### config.mk
export PLATFORM = sky130hd
export DESIGN_NAME = boot_loader
export DESIGN_NICKNAME = d
export VERILOG_FILES = /design/src/rtl/boot_loader_pkg.sv /design/src/rtl/boot_frame_checksum.sv /design/src/rtl/boot_loader.sv
export SDC_FILE = /design/constraint.sdc
export NUM_CORES = 1
export LEC_CHECK = 0
export CAP_MARGIN = 20
export CORE_MARGIN = 3
export CORE_UTILIZATION = 39
export DETAILED_ROUTE_END_ITERATION = 8
export PLACE_DENSITY = 0.59
export SLEW_MARGIN = 20
export SYNTH_ARGS = -nofsm -noshare
export SYNTH_HDL_FRONTEND = slang
export SYNTH_HIERARCHICAL = 1
export SYNTH_SLANG_ARGS = --single-unit
### constraint.sdc
create_clock -name clock -period 6.3 [get_ports clock]
set_clock_uncertainty 0.2 [all_clocks]
set_input_delay 0.63 -clock clock [delete_from_list [all_inputs] [get_ports clock]]
set_output_delay 0.63 -clock clock [all_outputs]
set_load 0.05 [all_outputs]
### src/rtl/boot_loader_pkg.sv
// Shared state encoding and memory-port constants for the boot loader.
// StVerify exists only when BOOT_LOADER_READBACK_EN is defined.
package boot_loader_pkg;

    typedef enum logic [2:0] {
        StIdle,
        StAddr,
        StCount,
        StData,
        StCsum,
        StRun,
        StError
`ifdef BOOT_LOADER_READBACK_EN
        , StVerify
`endif
    } boot_state_e;

    localparam logic [7:0] SyncDefault = 8'hA5;

    // Word address is 17 bits, carried on ports numbered [15:31] with bit 31 as LSB.
    localparam int unsigned AddrWidth = 17;
    localparam int unsigned AddrMsb   = 15;
    localparam int unsigned AddrLsb   = 31;

    localparam logic [3:0] WeAll  = 4'b1111;
    localparam logic [3:0] WeNone = 4'b0000;

    function automatic logic addr_in_range(input logic [23:0] frame_addr);
        return frame_addr[23:AddrWidth] == '0;
    endfunction

endpackage

### src/rtl/boot_frame_checksum.sv
// Running 8-bit frame checksum: cleared on SYNC, accumulates each frame byte,
// and reports whether the current byte brings the total to zero.
module boot_frame_checksum (
    input  logic       clock,
    input  logic       reset,
    input  logic       clear,
    input  logic       add,
    input  logic [7:0] data,
    output logic       sum_zero
);

    logic [7:0] sum_q, sum_d;

    always_comb begin
        sum_d = sum_q;
        if (clear) begin
            sum_d = '0;
        end else if (add) begin
            sum_d = sum_q + data;
        end
    end

    always_ff @(posedge clock or posedge reset) begin
        if (reset) begin
            sum_q <= '0;
        end else begin
            sum_q <= sum_d;
        end
    end

    assign sum_zero = (sum_q + data) == 8'd0;

endmodule

### src/rtl/boot_loader.sv
// Boot loader: holds the CPU in reset, loads a framed image into memory, then releases it.
// Defining BOOT_LOADER_READBACK_EN adds a verify cycle after every word write.
module boot_loader
    import boot_loader_pkg::*;
#(
    parameter logic [7:0] SYNC_BYTE   = SyncDefault,
    parameter bit         BOOT_BYPASS = 1'b0
) (
    input  logic                   clock,
    input  logic                   reset,
    input  logic [0:7]             in_data,
    input  logic                   in_valid,
    output logic                   in_ready,
    input  logic                   reload,
    input  logic [AddrMsb:AddrLsb] cpu_address,
    input  logic [0:31]            cpu_data_out,
    input  logic [0:3]             cpu_wr_enables,
    output logic [AddrMsb:AddrLsb] mem_address,
    output logic [0:31]            mem_data_out,
    output logic [0:3]             mem_wr_enables,
    input  logic [0:31]            mem_data_in,
    output logic                   cpu_reset,
    output logic                   load_busy,
    output logic                   load_error,
    output logic [0:15]            words_loaded
);

    localparam boot_state_e ResetState = BOOT_BYPASS ? StRun : StIdle;

    boot_state_e          state_q, state_d;
    logic [1:0]           byte_cnt_q, byte_cnt_d;
    logic [15:0]          addr_hi_q, addr_hi_d;
    logic [AddrWidth-1:0] load_addr_q, load_addr_d;
    logic [15:0]          count_q, count_d;
    logic [15:0]          words_q, words_d;
    logic [23:0]          word_sr_q, word_sr_d;
    logic                 wr_pending_q, wr_pending_d;
    logic [AddrWidth-1:0] wr_addr_q, wr_addr_d;
    logic [31:0]          wr_data_q, wr_data_d;
    logic                 load_error_q, load_error_d;
    logic                 cpu_reset_q, cpu_reset_d;

    logic [7:0]  in_byte;
    logic        accept;
    logic [23:0] full_addr;
    logic [15:0] count_next;
    logic        sum_clear, sum_add, sum_zero;

    assign in_byte    = in_data;
    assign accept     = in_valid & in_ready;
    assign full_addr  = {addr_hi_q, in_byte};
    assign count_next = {count_q[7:0], in_byte};

`ifdef BOOT_LOADER_READBACK_EN
    boot_state_e ret_q, ret_d;
`else
    logic unused_mem_data_in;
    assign unused_mem_data_in = ^mem_data_in;
`endif

    boot_frame_checksum u_checksum (
        .clock    (clock),
        .reset    (reset),
        .clear    (sum_clear),
        .add      (sum_add),
        .data     (in_byte),
        .sum_zero (sum_zero)
    );

    always_comb begin
        in_ready = 1'b1;
        unique case (state_q)
            StRun:    in_ready = 1'b0;
`ifdef BOOT_LOADER_READBACK_EN
            StVerify: in_ready = 1'b0;
`endif
            default:  in_ready = 1'b1;
        endcase
`ifdef BOOT_LOADER_READBACK_EN
        // During a write cycle only a fresh data byte may be taken; CSUM waits for the verify.
        if (wr_pending_q && state_q != StData) begin
            in_ready = 1'b0;
        end
`endif
    end

    always_comb begin
        state_d      = state_q;
        byte_cnt_d   = byte_cnt_q;
        addr_hi_d    = addr_hi_q;
        load_addr_d  = load_addr_q;
        count_d      = count_q;
        words_d      = words_q;
        word_sr_d    = word_sr_q;
        wr_pending_d = 1'b0;
        wr_addr_d    = wr_addr_q;
        wr_data_d    = wr_data_q;
        load_error_d = load_error_q;
        cpu_reset_d  = (state_q != StRun) || reload;
        sum_clear    = 1'b0;
        sum_add      = 1'b0;
`ifdef BOOT_LOADER_READBACK_EN
        ret_d        = ret_q;
`endif

        unique case (state_q)
            StIdle, StError: begin
                if (accept && in_byte == SYNC_BYTE) begin
                    state_d      = StAddr;
                    byte_cnt_d   = '0;
                    load_error_d = 1'b0;
                    words_d      = '0;
                    sum_clear    = 1'b1;
                end
            end
            StAddr: begin
                if (accept) begin
                    sum_add = 1'b1;
                    if (byte_cnt_q == 2'd2) begin
                        byte_cnt_d  = '0;
                        load_addr_d = full_addr[AddrWidth-1:0];
                        state_d     = addr_in_range(full_addr) ? StCount : StError;
                    end else begin
                        addr_hi_d  = {addr_hi_q[7:0], in_byte};
                        byte_cnt_d = byte_cnt_q + 2'd1;
                    end
                end
            end
            StCount: begin
                if (accept) begin
                    sum_add = 1'b1;
                    count_d = count_next;
                    if (byte_cnt_q == 2'd1) begin
                        byte_cnt_d = '0;
                        state_d    = (count_next == '0) ? StCsum : StData;
                    end else begin
                        byte_cnt_d = byte_cnt_q + 2'd1;
                    end
                end
            end
            StData: begin
                if (accept) begin
                    sum_add = 1'b1;
                    if (byte_cnt_q == 2'd3) begin
                        wr_pending_d = 1'b1;
                        wr_addr_d    = load_addr_q;
                        wr_data_d    = {word_sr_q, in_byte};
                        load_addr_d  = load_addr_q + 1'b1;
                        words_d      = words_q + 16'd1;
                        byte_cnt_d   = '0;
                        if (words_q + 16'd1 == count_q) begin
                            state_d = StCsum;
                        end
                    end else begin
                        word_sr_d  = {word_sr_q[15:0], in_byte};
                        byte_cnt_d = byte_cnt_q + 2'd1;
                    end
                end
            end
            StCsum: begin
                if (accept) begin
                    sum_add = 1'b1;
                    state_d = sum_zero ? StRun : StError;
                end
            end
            StRun: begin
                if (reload) begin
                    state_d = StIdle;
                end
            end
`ifdef BOOT_LOADER_READBACK_EN
            StVerify: begin
                state_d = (mem_data_in == wr_data_q) ? ret_q : StError;
            end
`endif
            default: state_d = StIdle;
        endcase

`ifdef BOOT_LOADER_READBACK_EN
        if (wr_pending_q) begin
            ret_d   = state_d;
            state_d = StVerify;
        end
`endif

        if (state_d == StError) begin
            load_error_d = 1'b1;
        end
    end

    always_ff @(posedge clock or posedge reset) begin
        if (reset) begin
            state_q      <= ResetState;
            byte_cnt_q   <= '0;
            addr_hi_q    <= '0;
            load_addr_q  <= '0;
            count_q      <= '0;
            words_q      <= '0;
            word_sr_q    <= '0;
            wr_pending_q <= 1'b0;
            wr_addr_q    <= '0;
            wr_data_q    <= '0;
            load_error_q <= 1'b0;
            cpu_reset_q  <= ~BOOT_BYPASS;
`ifdef BOOT_LOADER_READBACK_EN
            ret_q        <= StIdle;
`endif
        end else begin
            state_q      <= state_d;
            byte_cnt_q   <= byte_cnt_d;
            addr_hi_q    <= addr_hi_d;
            load_addr_q  <= load_addr_d;
            count_q      <= count_d;
            words_q      <= words_d;
            word_sr_q    <= word_sr_d;
            wr_pending_q <= wr_pending_d;
            wr_addr_q    <= wr_addr_d;
            wr_data_q    <= wr_data_d;
            load_error_q <= load_error_d;
            cpu_reset_q  <= cpu_reset_d;
`ifdef BOOT_LOADER_READBACK_EN
            ret_q        <= ret_d;
`endif
        end
    end

    // Memory port belongs to the CPU only in RUN; otherwise the loader owns it.
    always_comb begin
        if (state_q == StRun) begin
            mem_address    = cpu_address;
            mem_data_out   = cpu_data_out;
            mem_wr_enables = cpu_wr_enables;
        end else begin
            mem_address    = wr_addr_q;
            mem_data_out   = wr_data_q;
            mem_wr_enables = wr_pending_q ? WeAll : WeNone;
        end
    end

    assign cpu_reset    = cpu_reset_q;
    assign load_error   = load_error_q;
    assign words_loaded = words_q;
    assign load_busy    = state_q inside {StAddr, StCount, StData, StCsum
`ifdef BOOT_LOADER_READBACK_EN
                                          , StVerify
`endif
                                          };

endmodule

==> results of run 1 <==
## kinds of logic after synthesis
family                   share of synthesized area
AND/OR/NAND/NOR                              0.194
flip-flops                                   0.462
AO/OA/AOI/OAI                                0.102
multiplexers                                 0.158
buffers and inverters                       0.0351
XOR/XNOR                                    0.0242
adder cells (fa/ha/maj)                     0.0249
## synth_stat cells (7+ instances only)
cell type / count / area, um2
o21ai_0: 46 / 230
and3_1: 7 / 43.8
dfrtp_1: 153 / 3830
xor2_1: 14 / 123
mux2i_1: 9 / 90.1
a21oi_1: 34 / 170
a31oi_1: 8 / 50.1
buf_2: 11 / 55.1
nand2_1: 197 / 739
nor4_1: 7 / 43.8
nand4_1: 13 / 81.3
nor3_1: 9 / 45.0
clkbuf_1: 39 / 146
nand3_1: 20 / 100
inv_1: 14 / 52.6
nor2_1: 56 / 210
mux2_2: 109 / 1230
ha_1: 15 / 188
xnor2_1: 9 / 78.8
a211oi_1: 7 / 52.6
## registers in the layout, summed over array words and instances (netlist names)
signal / count
byte_cnt_q: 2
load_addr_q: 17
words_loaded: 16
wr_pending_q: 1
wr_addr_q: 17
count_q: 16
wr_data_q: 32
cpu_reset: 1
word_sr_q: 24
load_error: 1
state_q: 3
addr_hi_q: 16
u_checksum/sum_q: 8
## power groups by stage
stage / Sequential [mW] / Combinational [mW] / Clock [mW]
2_1_floorplan: 1.10 / 0.256 / 0
3_3_place_gp: 1.12 / 0.345 / 0
3_5_place_dp: 1.12 / 0.356 / 0
4_1_cts: 1.10 / 0.358 / 1.07
5_1_grt: 1.11 / 0.398 / 1.11
6_report: 1.10 / 0.357 / 1.05
## per-layer routing
| metal | part of all wire | global-route usage |
|---|---|---|
| met2 | 0.45 | 0.274 |
| met4 | 0.0078 | 0.0402 |
| met3 | 0.047 | 0.0406 |
| met5 | 0 | 0 |
| met1 | 0.50 | 0.265 |
## worst max path at each step
stage	startpoint	end	slack, ns
final	in_data[7]	load_error$_DFFE_PP0P_	2.36
after global routing	in_data[7]	load_error$_DFFE_PP0P_	2.16
after CTS	in_data[7]	load_error$_DFFE_PP0P_	2.39
after detailed placement	in_data[7]	load_error$_DFFE_PP0P_	1.96
after global placement	in_data[7]	load_error$_DFFE_PP0P_	1.98
after floorplan	reset	addr_hi_q[0]$_DFFE_PP0P_	1.55
## worst max-delay path, delay by kind of cell
| kind | cells | cell delay, ns |
|---|---|---|
| AO/OA/AOI/OAI | 4 | 1.01 |
| AND/OR/NAND/NOR | 6 | 0.85 |
| adder cells (fa/ha/maj) | 2 | 0.77 |
| buffers and inverters | 1 | 0.63 |
| XOR/XNOR | 1 | 0.17 |
## cell type report
class	instances	area [um2]	area share
timing repair buffer	143	1420	0.135
inverter	14	58.8	0.00562
sequential	154	3850	0.369
clock inverter	13	156	0.0150
multi-input combinational	650	4190	0.401
tap	270	338	0.0323
clock buffer	19	443	0.0423
==> run metrics, run 1 <==
DRC viols 0; status finished clean; initial core utilization 0.404; fraction of registers with async set/reset 1.00; vias in the first global route 6425; CTS root buf clkbuf_16; most common cell after layout, fill and taps aside nand2_1; Cell Chain, Critical Path clkdlybuf4s50_1 > ha_1 > fa_1 > a211oi_1 > nor2_1 > xor2_1 > nor3_1 > nor4bb_2 > nor2_1 > a21oi_1 > nor3b_1 > a31oi_1 > nor4_1 > a22o_2; Syn. warnings 6; PostCTS Resize Cnt 0; layout cells sized above 1 0.163; postcts setup bufs 0; FILL cells 1927; number of H-tree levels 4; placed insts 1231; Non-Filler Cell Area, Final 10500 um2; Flop pwr share 0.439; worst hold path class reg2reg; Worst Path Arrival 4.05 ns; switching share of power 0.270; synthesized flop and latch total 154; Final Setup Violations 0; chip width 152 um; Final Power 2.51 mW; Worst EP required 6.41 ns; min Tclk post-route 3.94 ns; CP Max Fanout 8; Worst R2R Start u_checksum/sum_q[0]$_DFFE_PP0P_; slowest cell on the critical path clkdlybuf4s50_1; GRT Residual Overflow 0; CTS tree built; critical path startpoint category input pin; hold_buf cts 0; Final Hold Fails 0; worst reg2reg path depth 13; Hold Path End wr_data_q[27]$_DFFE_PP0P_; Clock Latency Late Sink 0.43 ns; First-pass DRT Iterations 5; final setup margin 2.36 ns; Setup TNS Final 0 ns; Final period util 0.625; crit end category flip-flop; pwr dens 240 nW/um2; IO Pins 170; WHS 0.267 ns; Placement Setup Slack 1.96 ns; Max Slew Vio Count 0; CTS Buf Count 17; worst hold start word_sr_q[19]$_DFFE_PP0P_; max incr delay on CP 0.63 ns; sequential share of the synthesized area 0.462; relative max-transition margin 0.302; leakage power 4.87 nW; die footprint 23200 um2; post-synthesis cell area 8340 um2; placed instance area 9860 um2; commonest cells after routing, fill and taps aside nand2_1 (197), dfrtp_1 (153), clkdlybuf4s50_1 (137); final cell count without fillers 1263; reg-to-reg endpoint load_error$_DFFE_PP0P_; remaining antenna violation count 0; Mean Syn Cell Area 9.54 um2; initial antenna violation count 0; area grow syn2layout 25.4%; Clock Sinks 154; Layout Nets 1093; top_reg_cell synth dfrtp_1; Core Util, Final 0.507; Avg Vias per Cell 5.32; drt total wl 20900 um; core footprint 20600 um2; Peak VDD IR 0.183 mV; GR Util All Layers 0.181; Switch Pwr 0.678 mW; Setup Crit Path Kind in2reg; Clock power frac 0.419; RSZ-0062 raised after global routing false; Max Fclk 254 MHz; Synth Net Count 987; clk slew on worst S/H paths 0.07 ns; Worst Tran Pin Value 1.05 ns; Hold Path Depth 2; reg-to-reg slack, setup 2.95 ns; FP Rows 52; first-pass GRT wire length 34700 um; via count 6721; initial DRC count 459; Cells after Synth 874; Comb pwr share 0.142; GPL Wtd Cong 0.821; largest net degree at the start of global routing 99; Post-synth EDFFs 0; die boundary height 152 um; post-detail-place hpwl 13800 um; Pint 1.83 mW; Top cell by count, worst path nor2_1; port buffer count 137; Max Cap Violations 0; routed len/inst 16.6 um; number of distinct library cells after synthesis 64; Max Buffers Root-to-Sink 2; ANT cells 0
Power figures use the tool's default switching activity.
==> run 2: changes to the inputs <==
--- a/config.mk
+++ b/config.mk
@@ -9,7 +9,7 @@
 export CORE_MARGIN = 3
 export CORE_UTILIZATION = 39
 export DETAILED_ROUTE_END_ITERATION = 8
-export PLACE_DENSITY = 0.59
+export PLACE_DENSITY = 0.62
 export SLEW_MARGIN = 20
 export SYNTH_ARGS = -nofsm -noshare
 export SYNTH_HDL_FRONTEND = slang
==> constraint.sdc (replaced) <==
create_clock -name clock -period 3.5 [get_ports clock]
set_clock_uncertainty 0.2 [all_clocks]
set_input_delay 0.35 -clock clock [delete_from_list [all_inputs] [get_ports clock]]
set_output_delay 0.35 -clock clock [all_outputs]
set_load 0.05 [all_outputs]
==> run 2 against run 1 <==
  * Clock-buffer cell count is the same
  * Power grew 84%
  * Register-to-register slack lost 2.6 ns
  * Core utilization grew 1.7 points
  * Combinational power grew 100%
  * Critical path depth shrank 10
  * Global-route usage is essentially flat
  * Sequential power grew 80%
  * Critical endpoint is now mem_address[20]
==> run metrics, run 2 (same netlist as run 1, synthesis figures left out) <==
drt total wl 20900 um (-0.19%); Switch Pwr 1.18 mW (+75%); number of H-tree levels 4 (unchanged); max incr delay on CP 0.70 ns (+0.07 ns); most common cell after layout, fill and taps aside nand2_1; FP Rows 52 (unchanged); critical path startpoint category flip-flop; max reg flops 32 (unchanged); commonest cells after routing, fill and taps aside nand2_1 (197), dfrtp_1 (153), mux2_2 (109); Peak VDD IR 0.375 mV (+100%); layout cells sized above 1 0.232 (+0.0684); min Tclk post-route 3.17 ns; Biggest register wr_data_q; GR Util All Layers 0.181 (+0.000219); postcts setup bufs 0 (unchanged); worst reg2reg path depth 13 (unchanged); Layout Nets 1115 (+2.0%); DRC viols 0 (unchanged); Clock Latency Late Sink 0.42 ns (about the same); WHS 0.0827 ns (-0.184 ns); crit end category output port; vias in the first global route 6587 (+2.5%); initial DRC count 609 (+33%); initial antenna violation count 0 (unchanged); pwr dens 426 nW/um2 (+77%); Final period util 0.907; post-detail-place hpwl 14100 um (+2.2%); Max Buffers Root-to-Sink 2 (unchanged); Pint 3.42 mW (+87%); clk slew on worst S/H paths 0.06 ns (about the same); Flop pwr share 0.430 (-0.009); core footprint 20600 um2 (unchanged); PostCTS Resize Cnt 0 (unchanged); status finished clean; Max Cap Violations 0 (unchanged); Worst Path Arrival 2.62 ns (-1.43 ns); Final Setup Violations 0 (unchanged); Worst Tran Pin Value 0.804 ns (-0.243 ns); hold_buf cts 0 (unchanged); first-pass GRT wire length 34900 um (+0.58%); Worst EP required 2.95 ns (-3.46 ns); Avg Vias per Cell 5.29 (-0.53%); reg-to-reg endpoint load_error$_DFFE_PP0P_; die footprint 23200 um2 (unchanged); biggest regs wr_data_q x32, word_sr_q x24; die boundary height 152 um (unchanged); relative max-transition margin 0.464 (+0.162); Max Slew Vio Count 0 (unchanged); initial core utilization 0.404 (unchanged); ANT cells 0 (unchanged); Clock power frac 0.415 (-0.004); largest net degree at the start of global routing 147 (+48%); final setup margin 0.325 ns (-2.04 ns); Clock Sinks 154 (unchanged); Max Fclk 315 MHz; Placement Setup Slack -0.0629 ns (-2.02 ns); Setup TNS Final 0 ns (unchanged); port buffer count 137 (unchanged); Final Power 4.60 mW (+84%); GPL Wtd Cong 0.835 (+1.7%); Worst R2R Start u_checksum/sum_q[0]$_DFFE_PP0P_; Comb pwr share 0.156 (+0.014); routed len/inst 16.2 um (-1.9%); CP Max Fanout 20 (+12); via count 6802 (+1.2%); IO Pins 170 (unchanged); remaining antenna violation count 0 (unchanged); Setup Crit Path Kind reg2out; First-pass DRT Iterations 6 (+1); slowest cell on the critical path clkdlybuf4s50_1; CTS root buf clkbuf_16; CTS tree built; GRT Residual Overflow 0 (unchanged); switching share of power 0.257 (-0.0130); chip width 152 um (unchanged); CTS Buf Count 17 (unchanged); Final Hold Fails 0 (unchanged); Cell Chain, Critical Path nand3b_1 > buf_4 > mux2_2 > clkdlybuf4s50_1; RSZ-0062 raised after global routing false; reg-to-reg slack, setup 0.35 ns (-2.60 ns); leakage power 5.16 nW (+6.1%); worst hold path class in2async; area grow syn2layout 29.7%
run 2: cell count changes in the layout (fill, tap and decap cells not counted), sizes merged:
| cell | before | now |
|---|---|---|
| clkdlybuf4s50 | 137 | 86 |
| clkinvlp | 4 | 3 |
| inv | 19 | 16 |
| bufinv | 2 | 3 |
| clkinv | 2 | 5 |
| buf | 6 | 79 |
run 2: final cells by class:
type                       instances  area [um2]
fill                            1872        9810
multi-input combinational        650        4190
sequential                       154        3850
timing repair buffer             165        1770
clock buffer                      19         443
tap                              270         338
clock inverter                    13         168
inverter                          14        56.3
run 2: how the worst max path moves through the flow:
stage	from	endpoint	slack, ns	cells past startpoint
finish	state_q[1]$_DFF_PP0_	mem_address[20]	0.33	4
global route	u_checksum/sum_q[0]$_DFFE_PP0P_	load_error$_DFFE_PP0P_	0.11	13
CTS	state_q[1]$_DFF_PP0_	mem_address[22]	0.30	4
detailed placement	in_data[7]	load_error$_DFFE_PP0P_	-0.06	14
global placement	in_data[7]	load_error$_DFFE_PP0P_	-0.04	14
floorplan	state_q[0]$_DFF_PP0_	mem_wr_enables[0]	0.42	5
run 2: power groups by stage:
stage	Clock [mW]	Combinational [mW]	Sequential (mW)
2_1_floorplan	0	0.461	1.98
3_3_place_gp	0	0.700	2.01
3_5_place_dp	0	0.714	2.01
4_1_cts	1.94	0.717	1.98
5_1_grt	2.02	0.805	1.99
6_report	1.91	0.716	1.98
run 2: critical path, delay by kind of cell (launching register included):
kind | cells | cell delay [ns]
buffers and inverters | 2 | 0.97
AND/OR/NAND/NOR | 1 | 0.22
multiplexers | 1 | 0.36
flip-flops | 1 | 0.64
run 2: routing by layer:
layer	vias up	part of all wire	GRT usage
li1	3321	-	-
met1	3297	0.49	0.270
met2	174	0.45	0.270
met3	10	0.053	0.0437
met4	0	0.0072	0.0334
met5	-	0	0
run 2: metrics by stage:
step | cells | utilization | instance area [um2]
after floorplan | 874 | - | 8340
after global placement | 1253 | 0.495 | 10200
after detailed placement | 1253 | 0.495 | 10200
after CTS | 1285 | 0.525 | 10800
after global routing | 1285 | 0.525 | 10800
final | 1285 | 0.525 | 10800
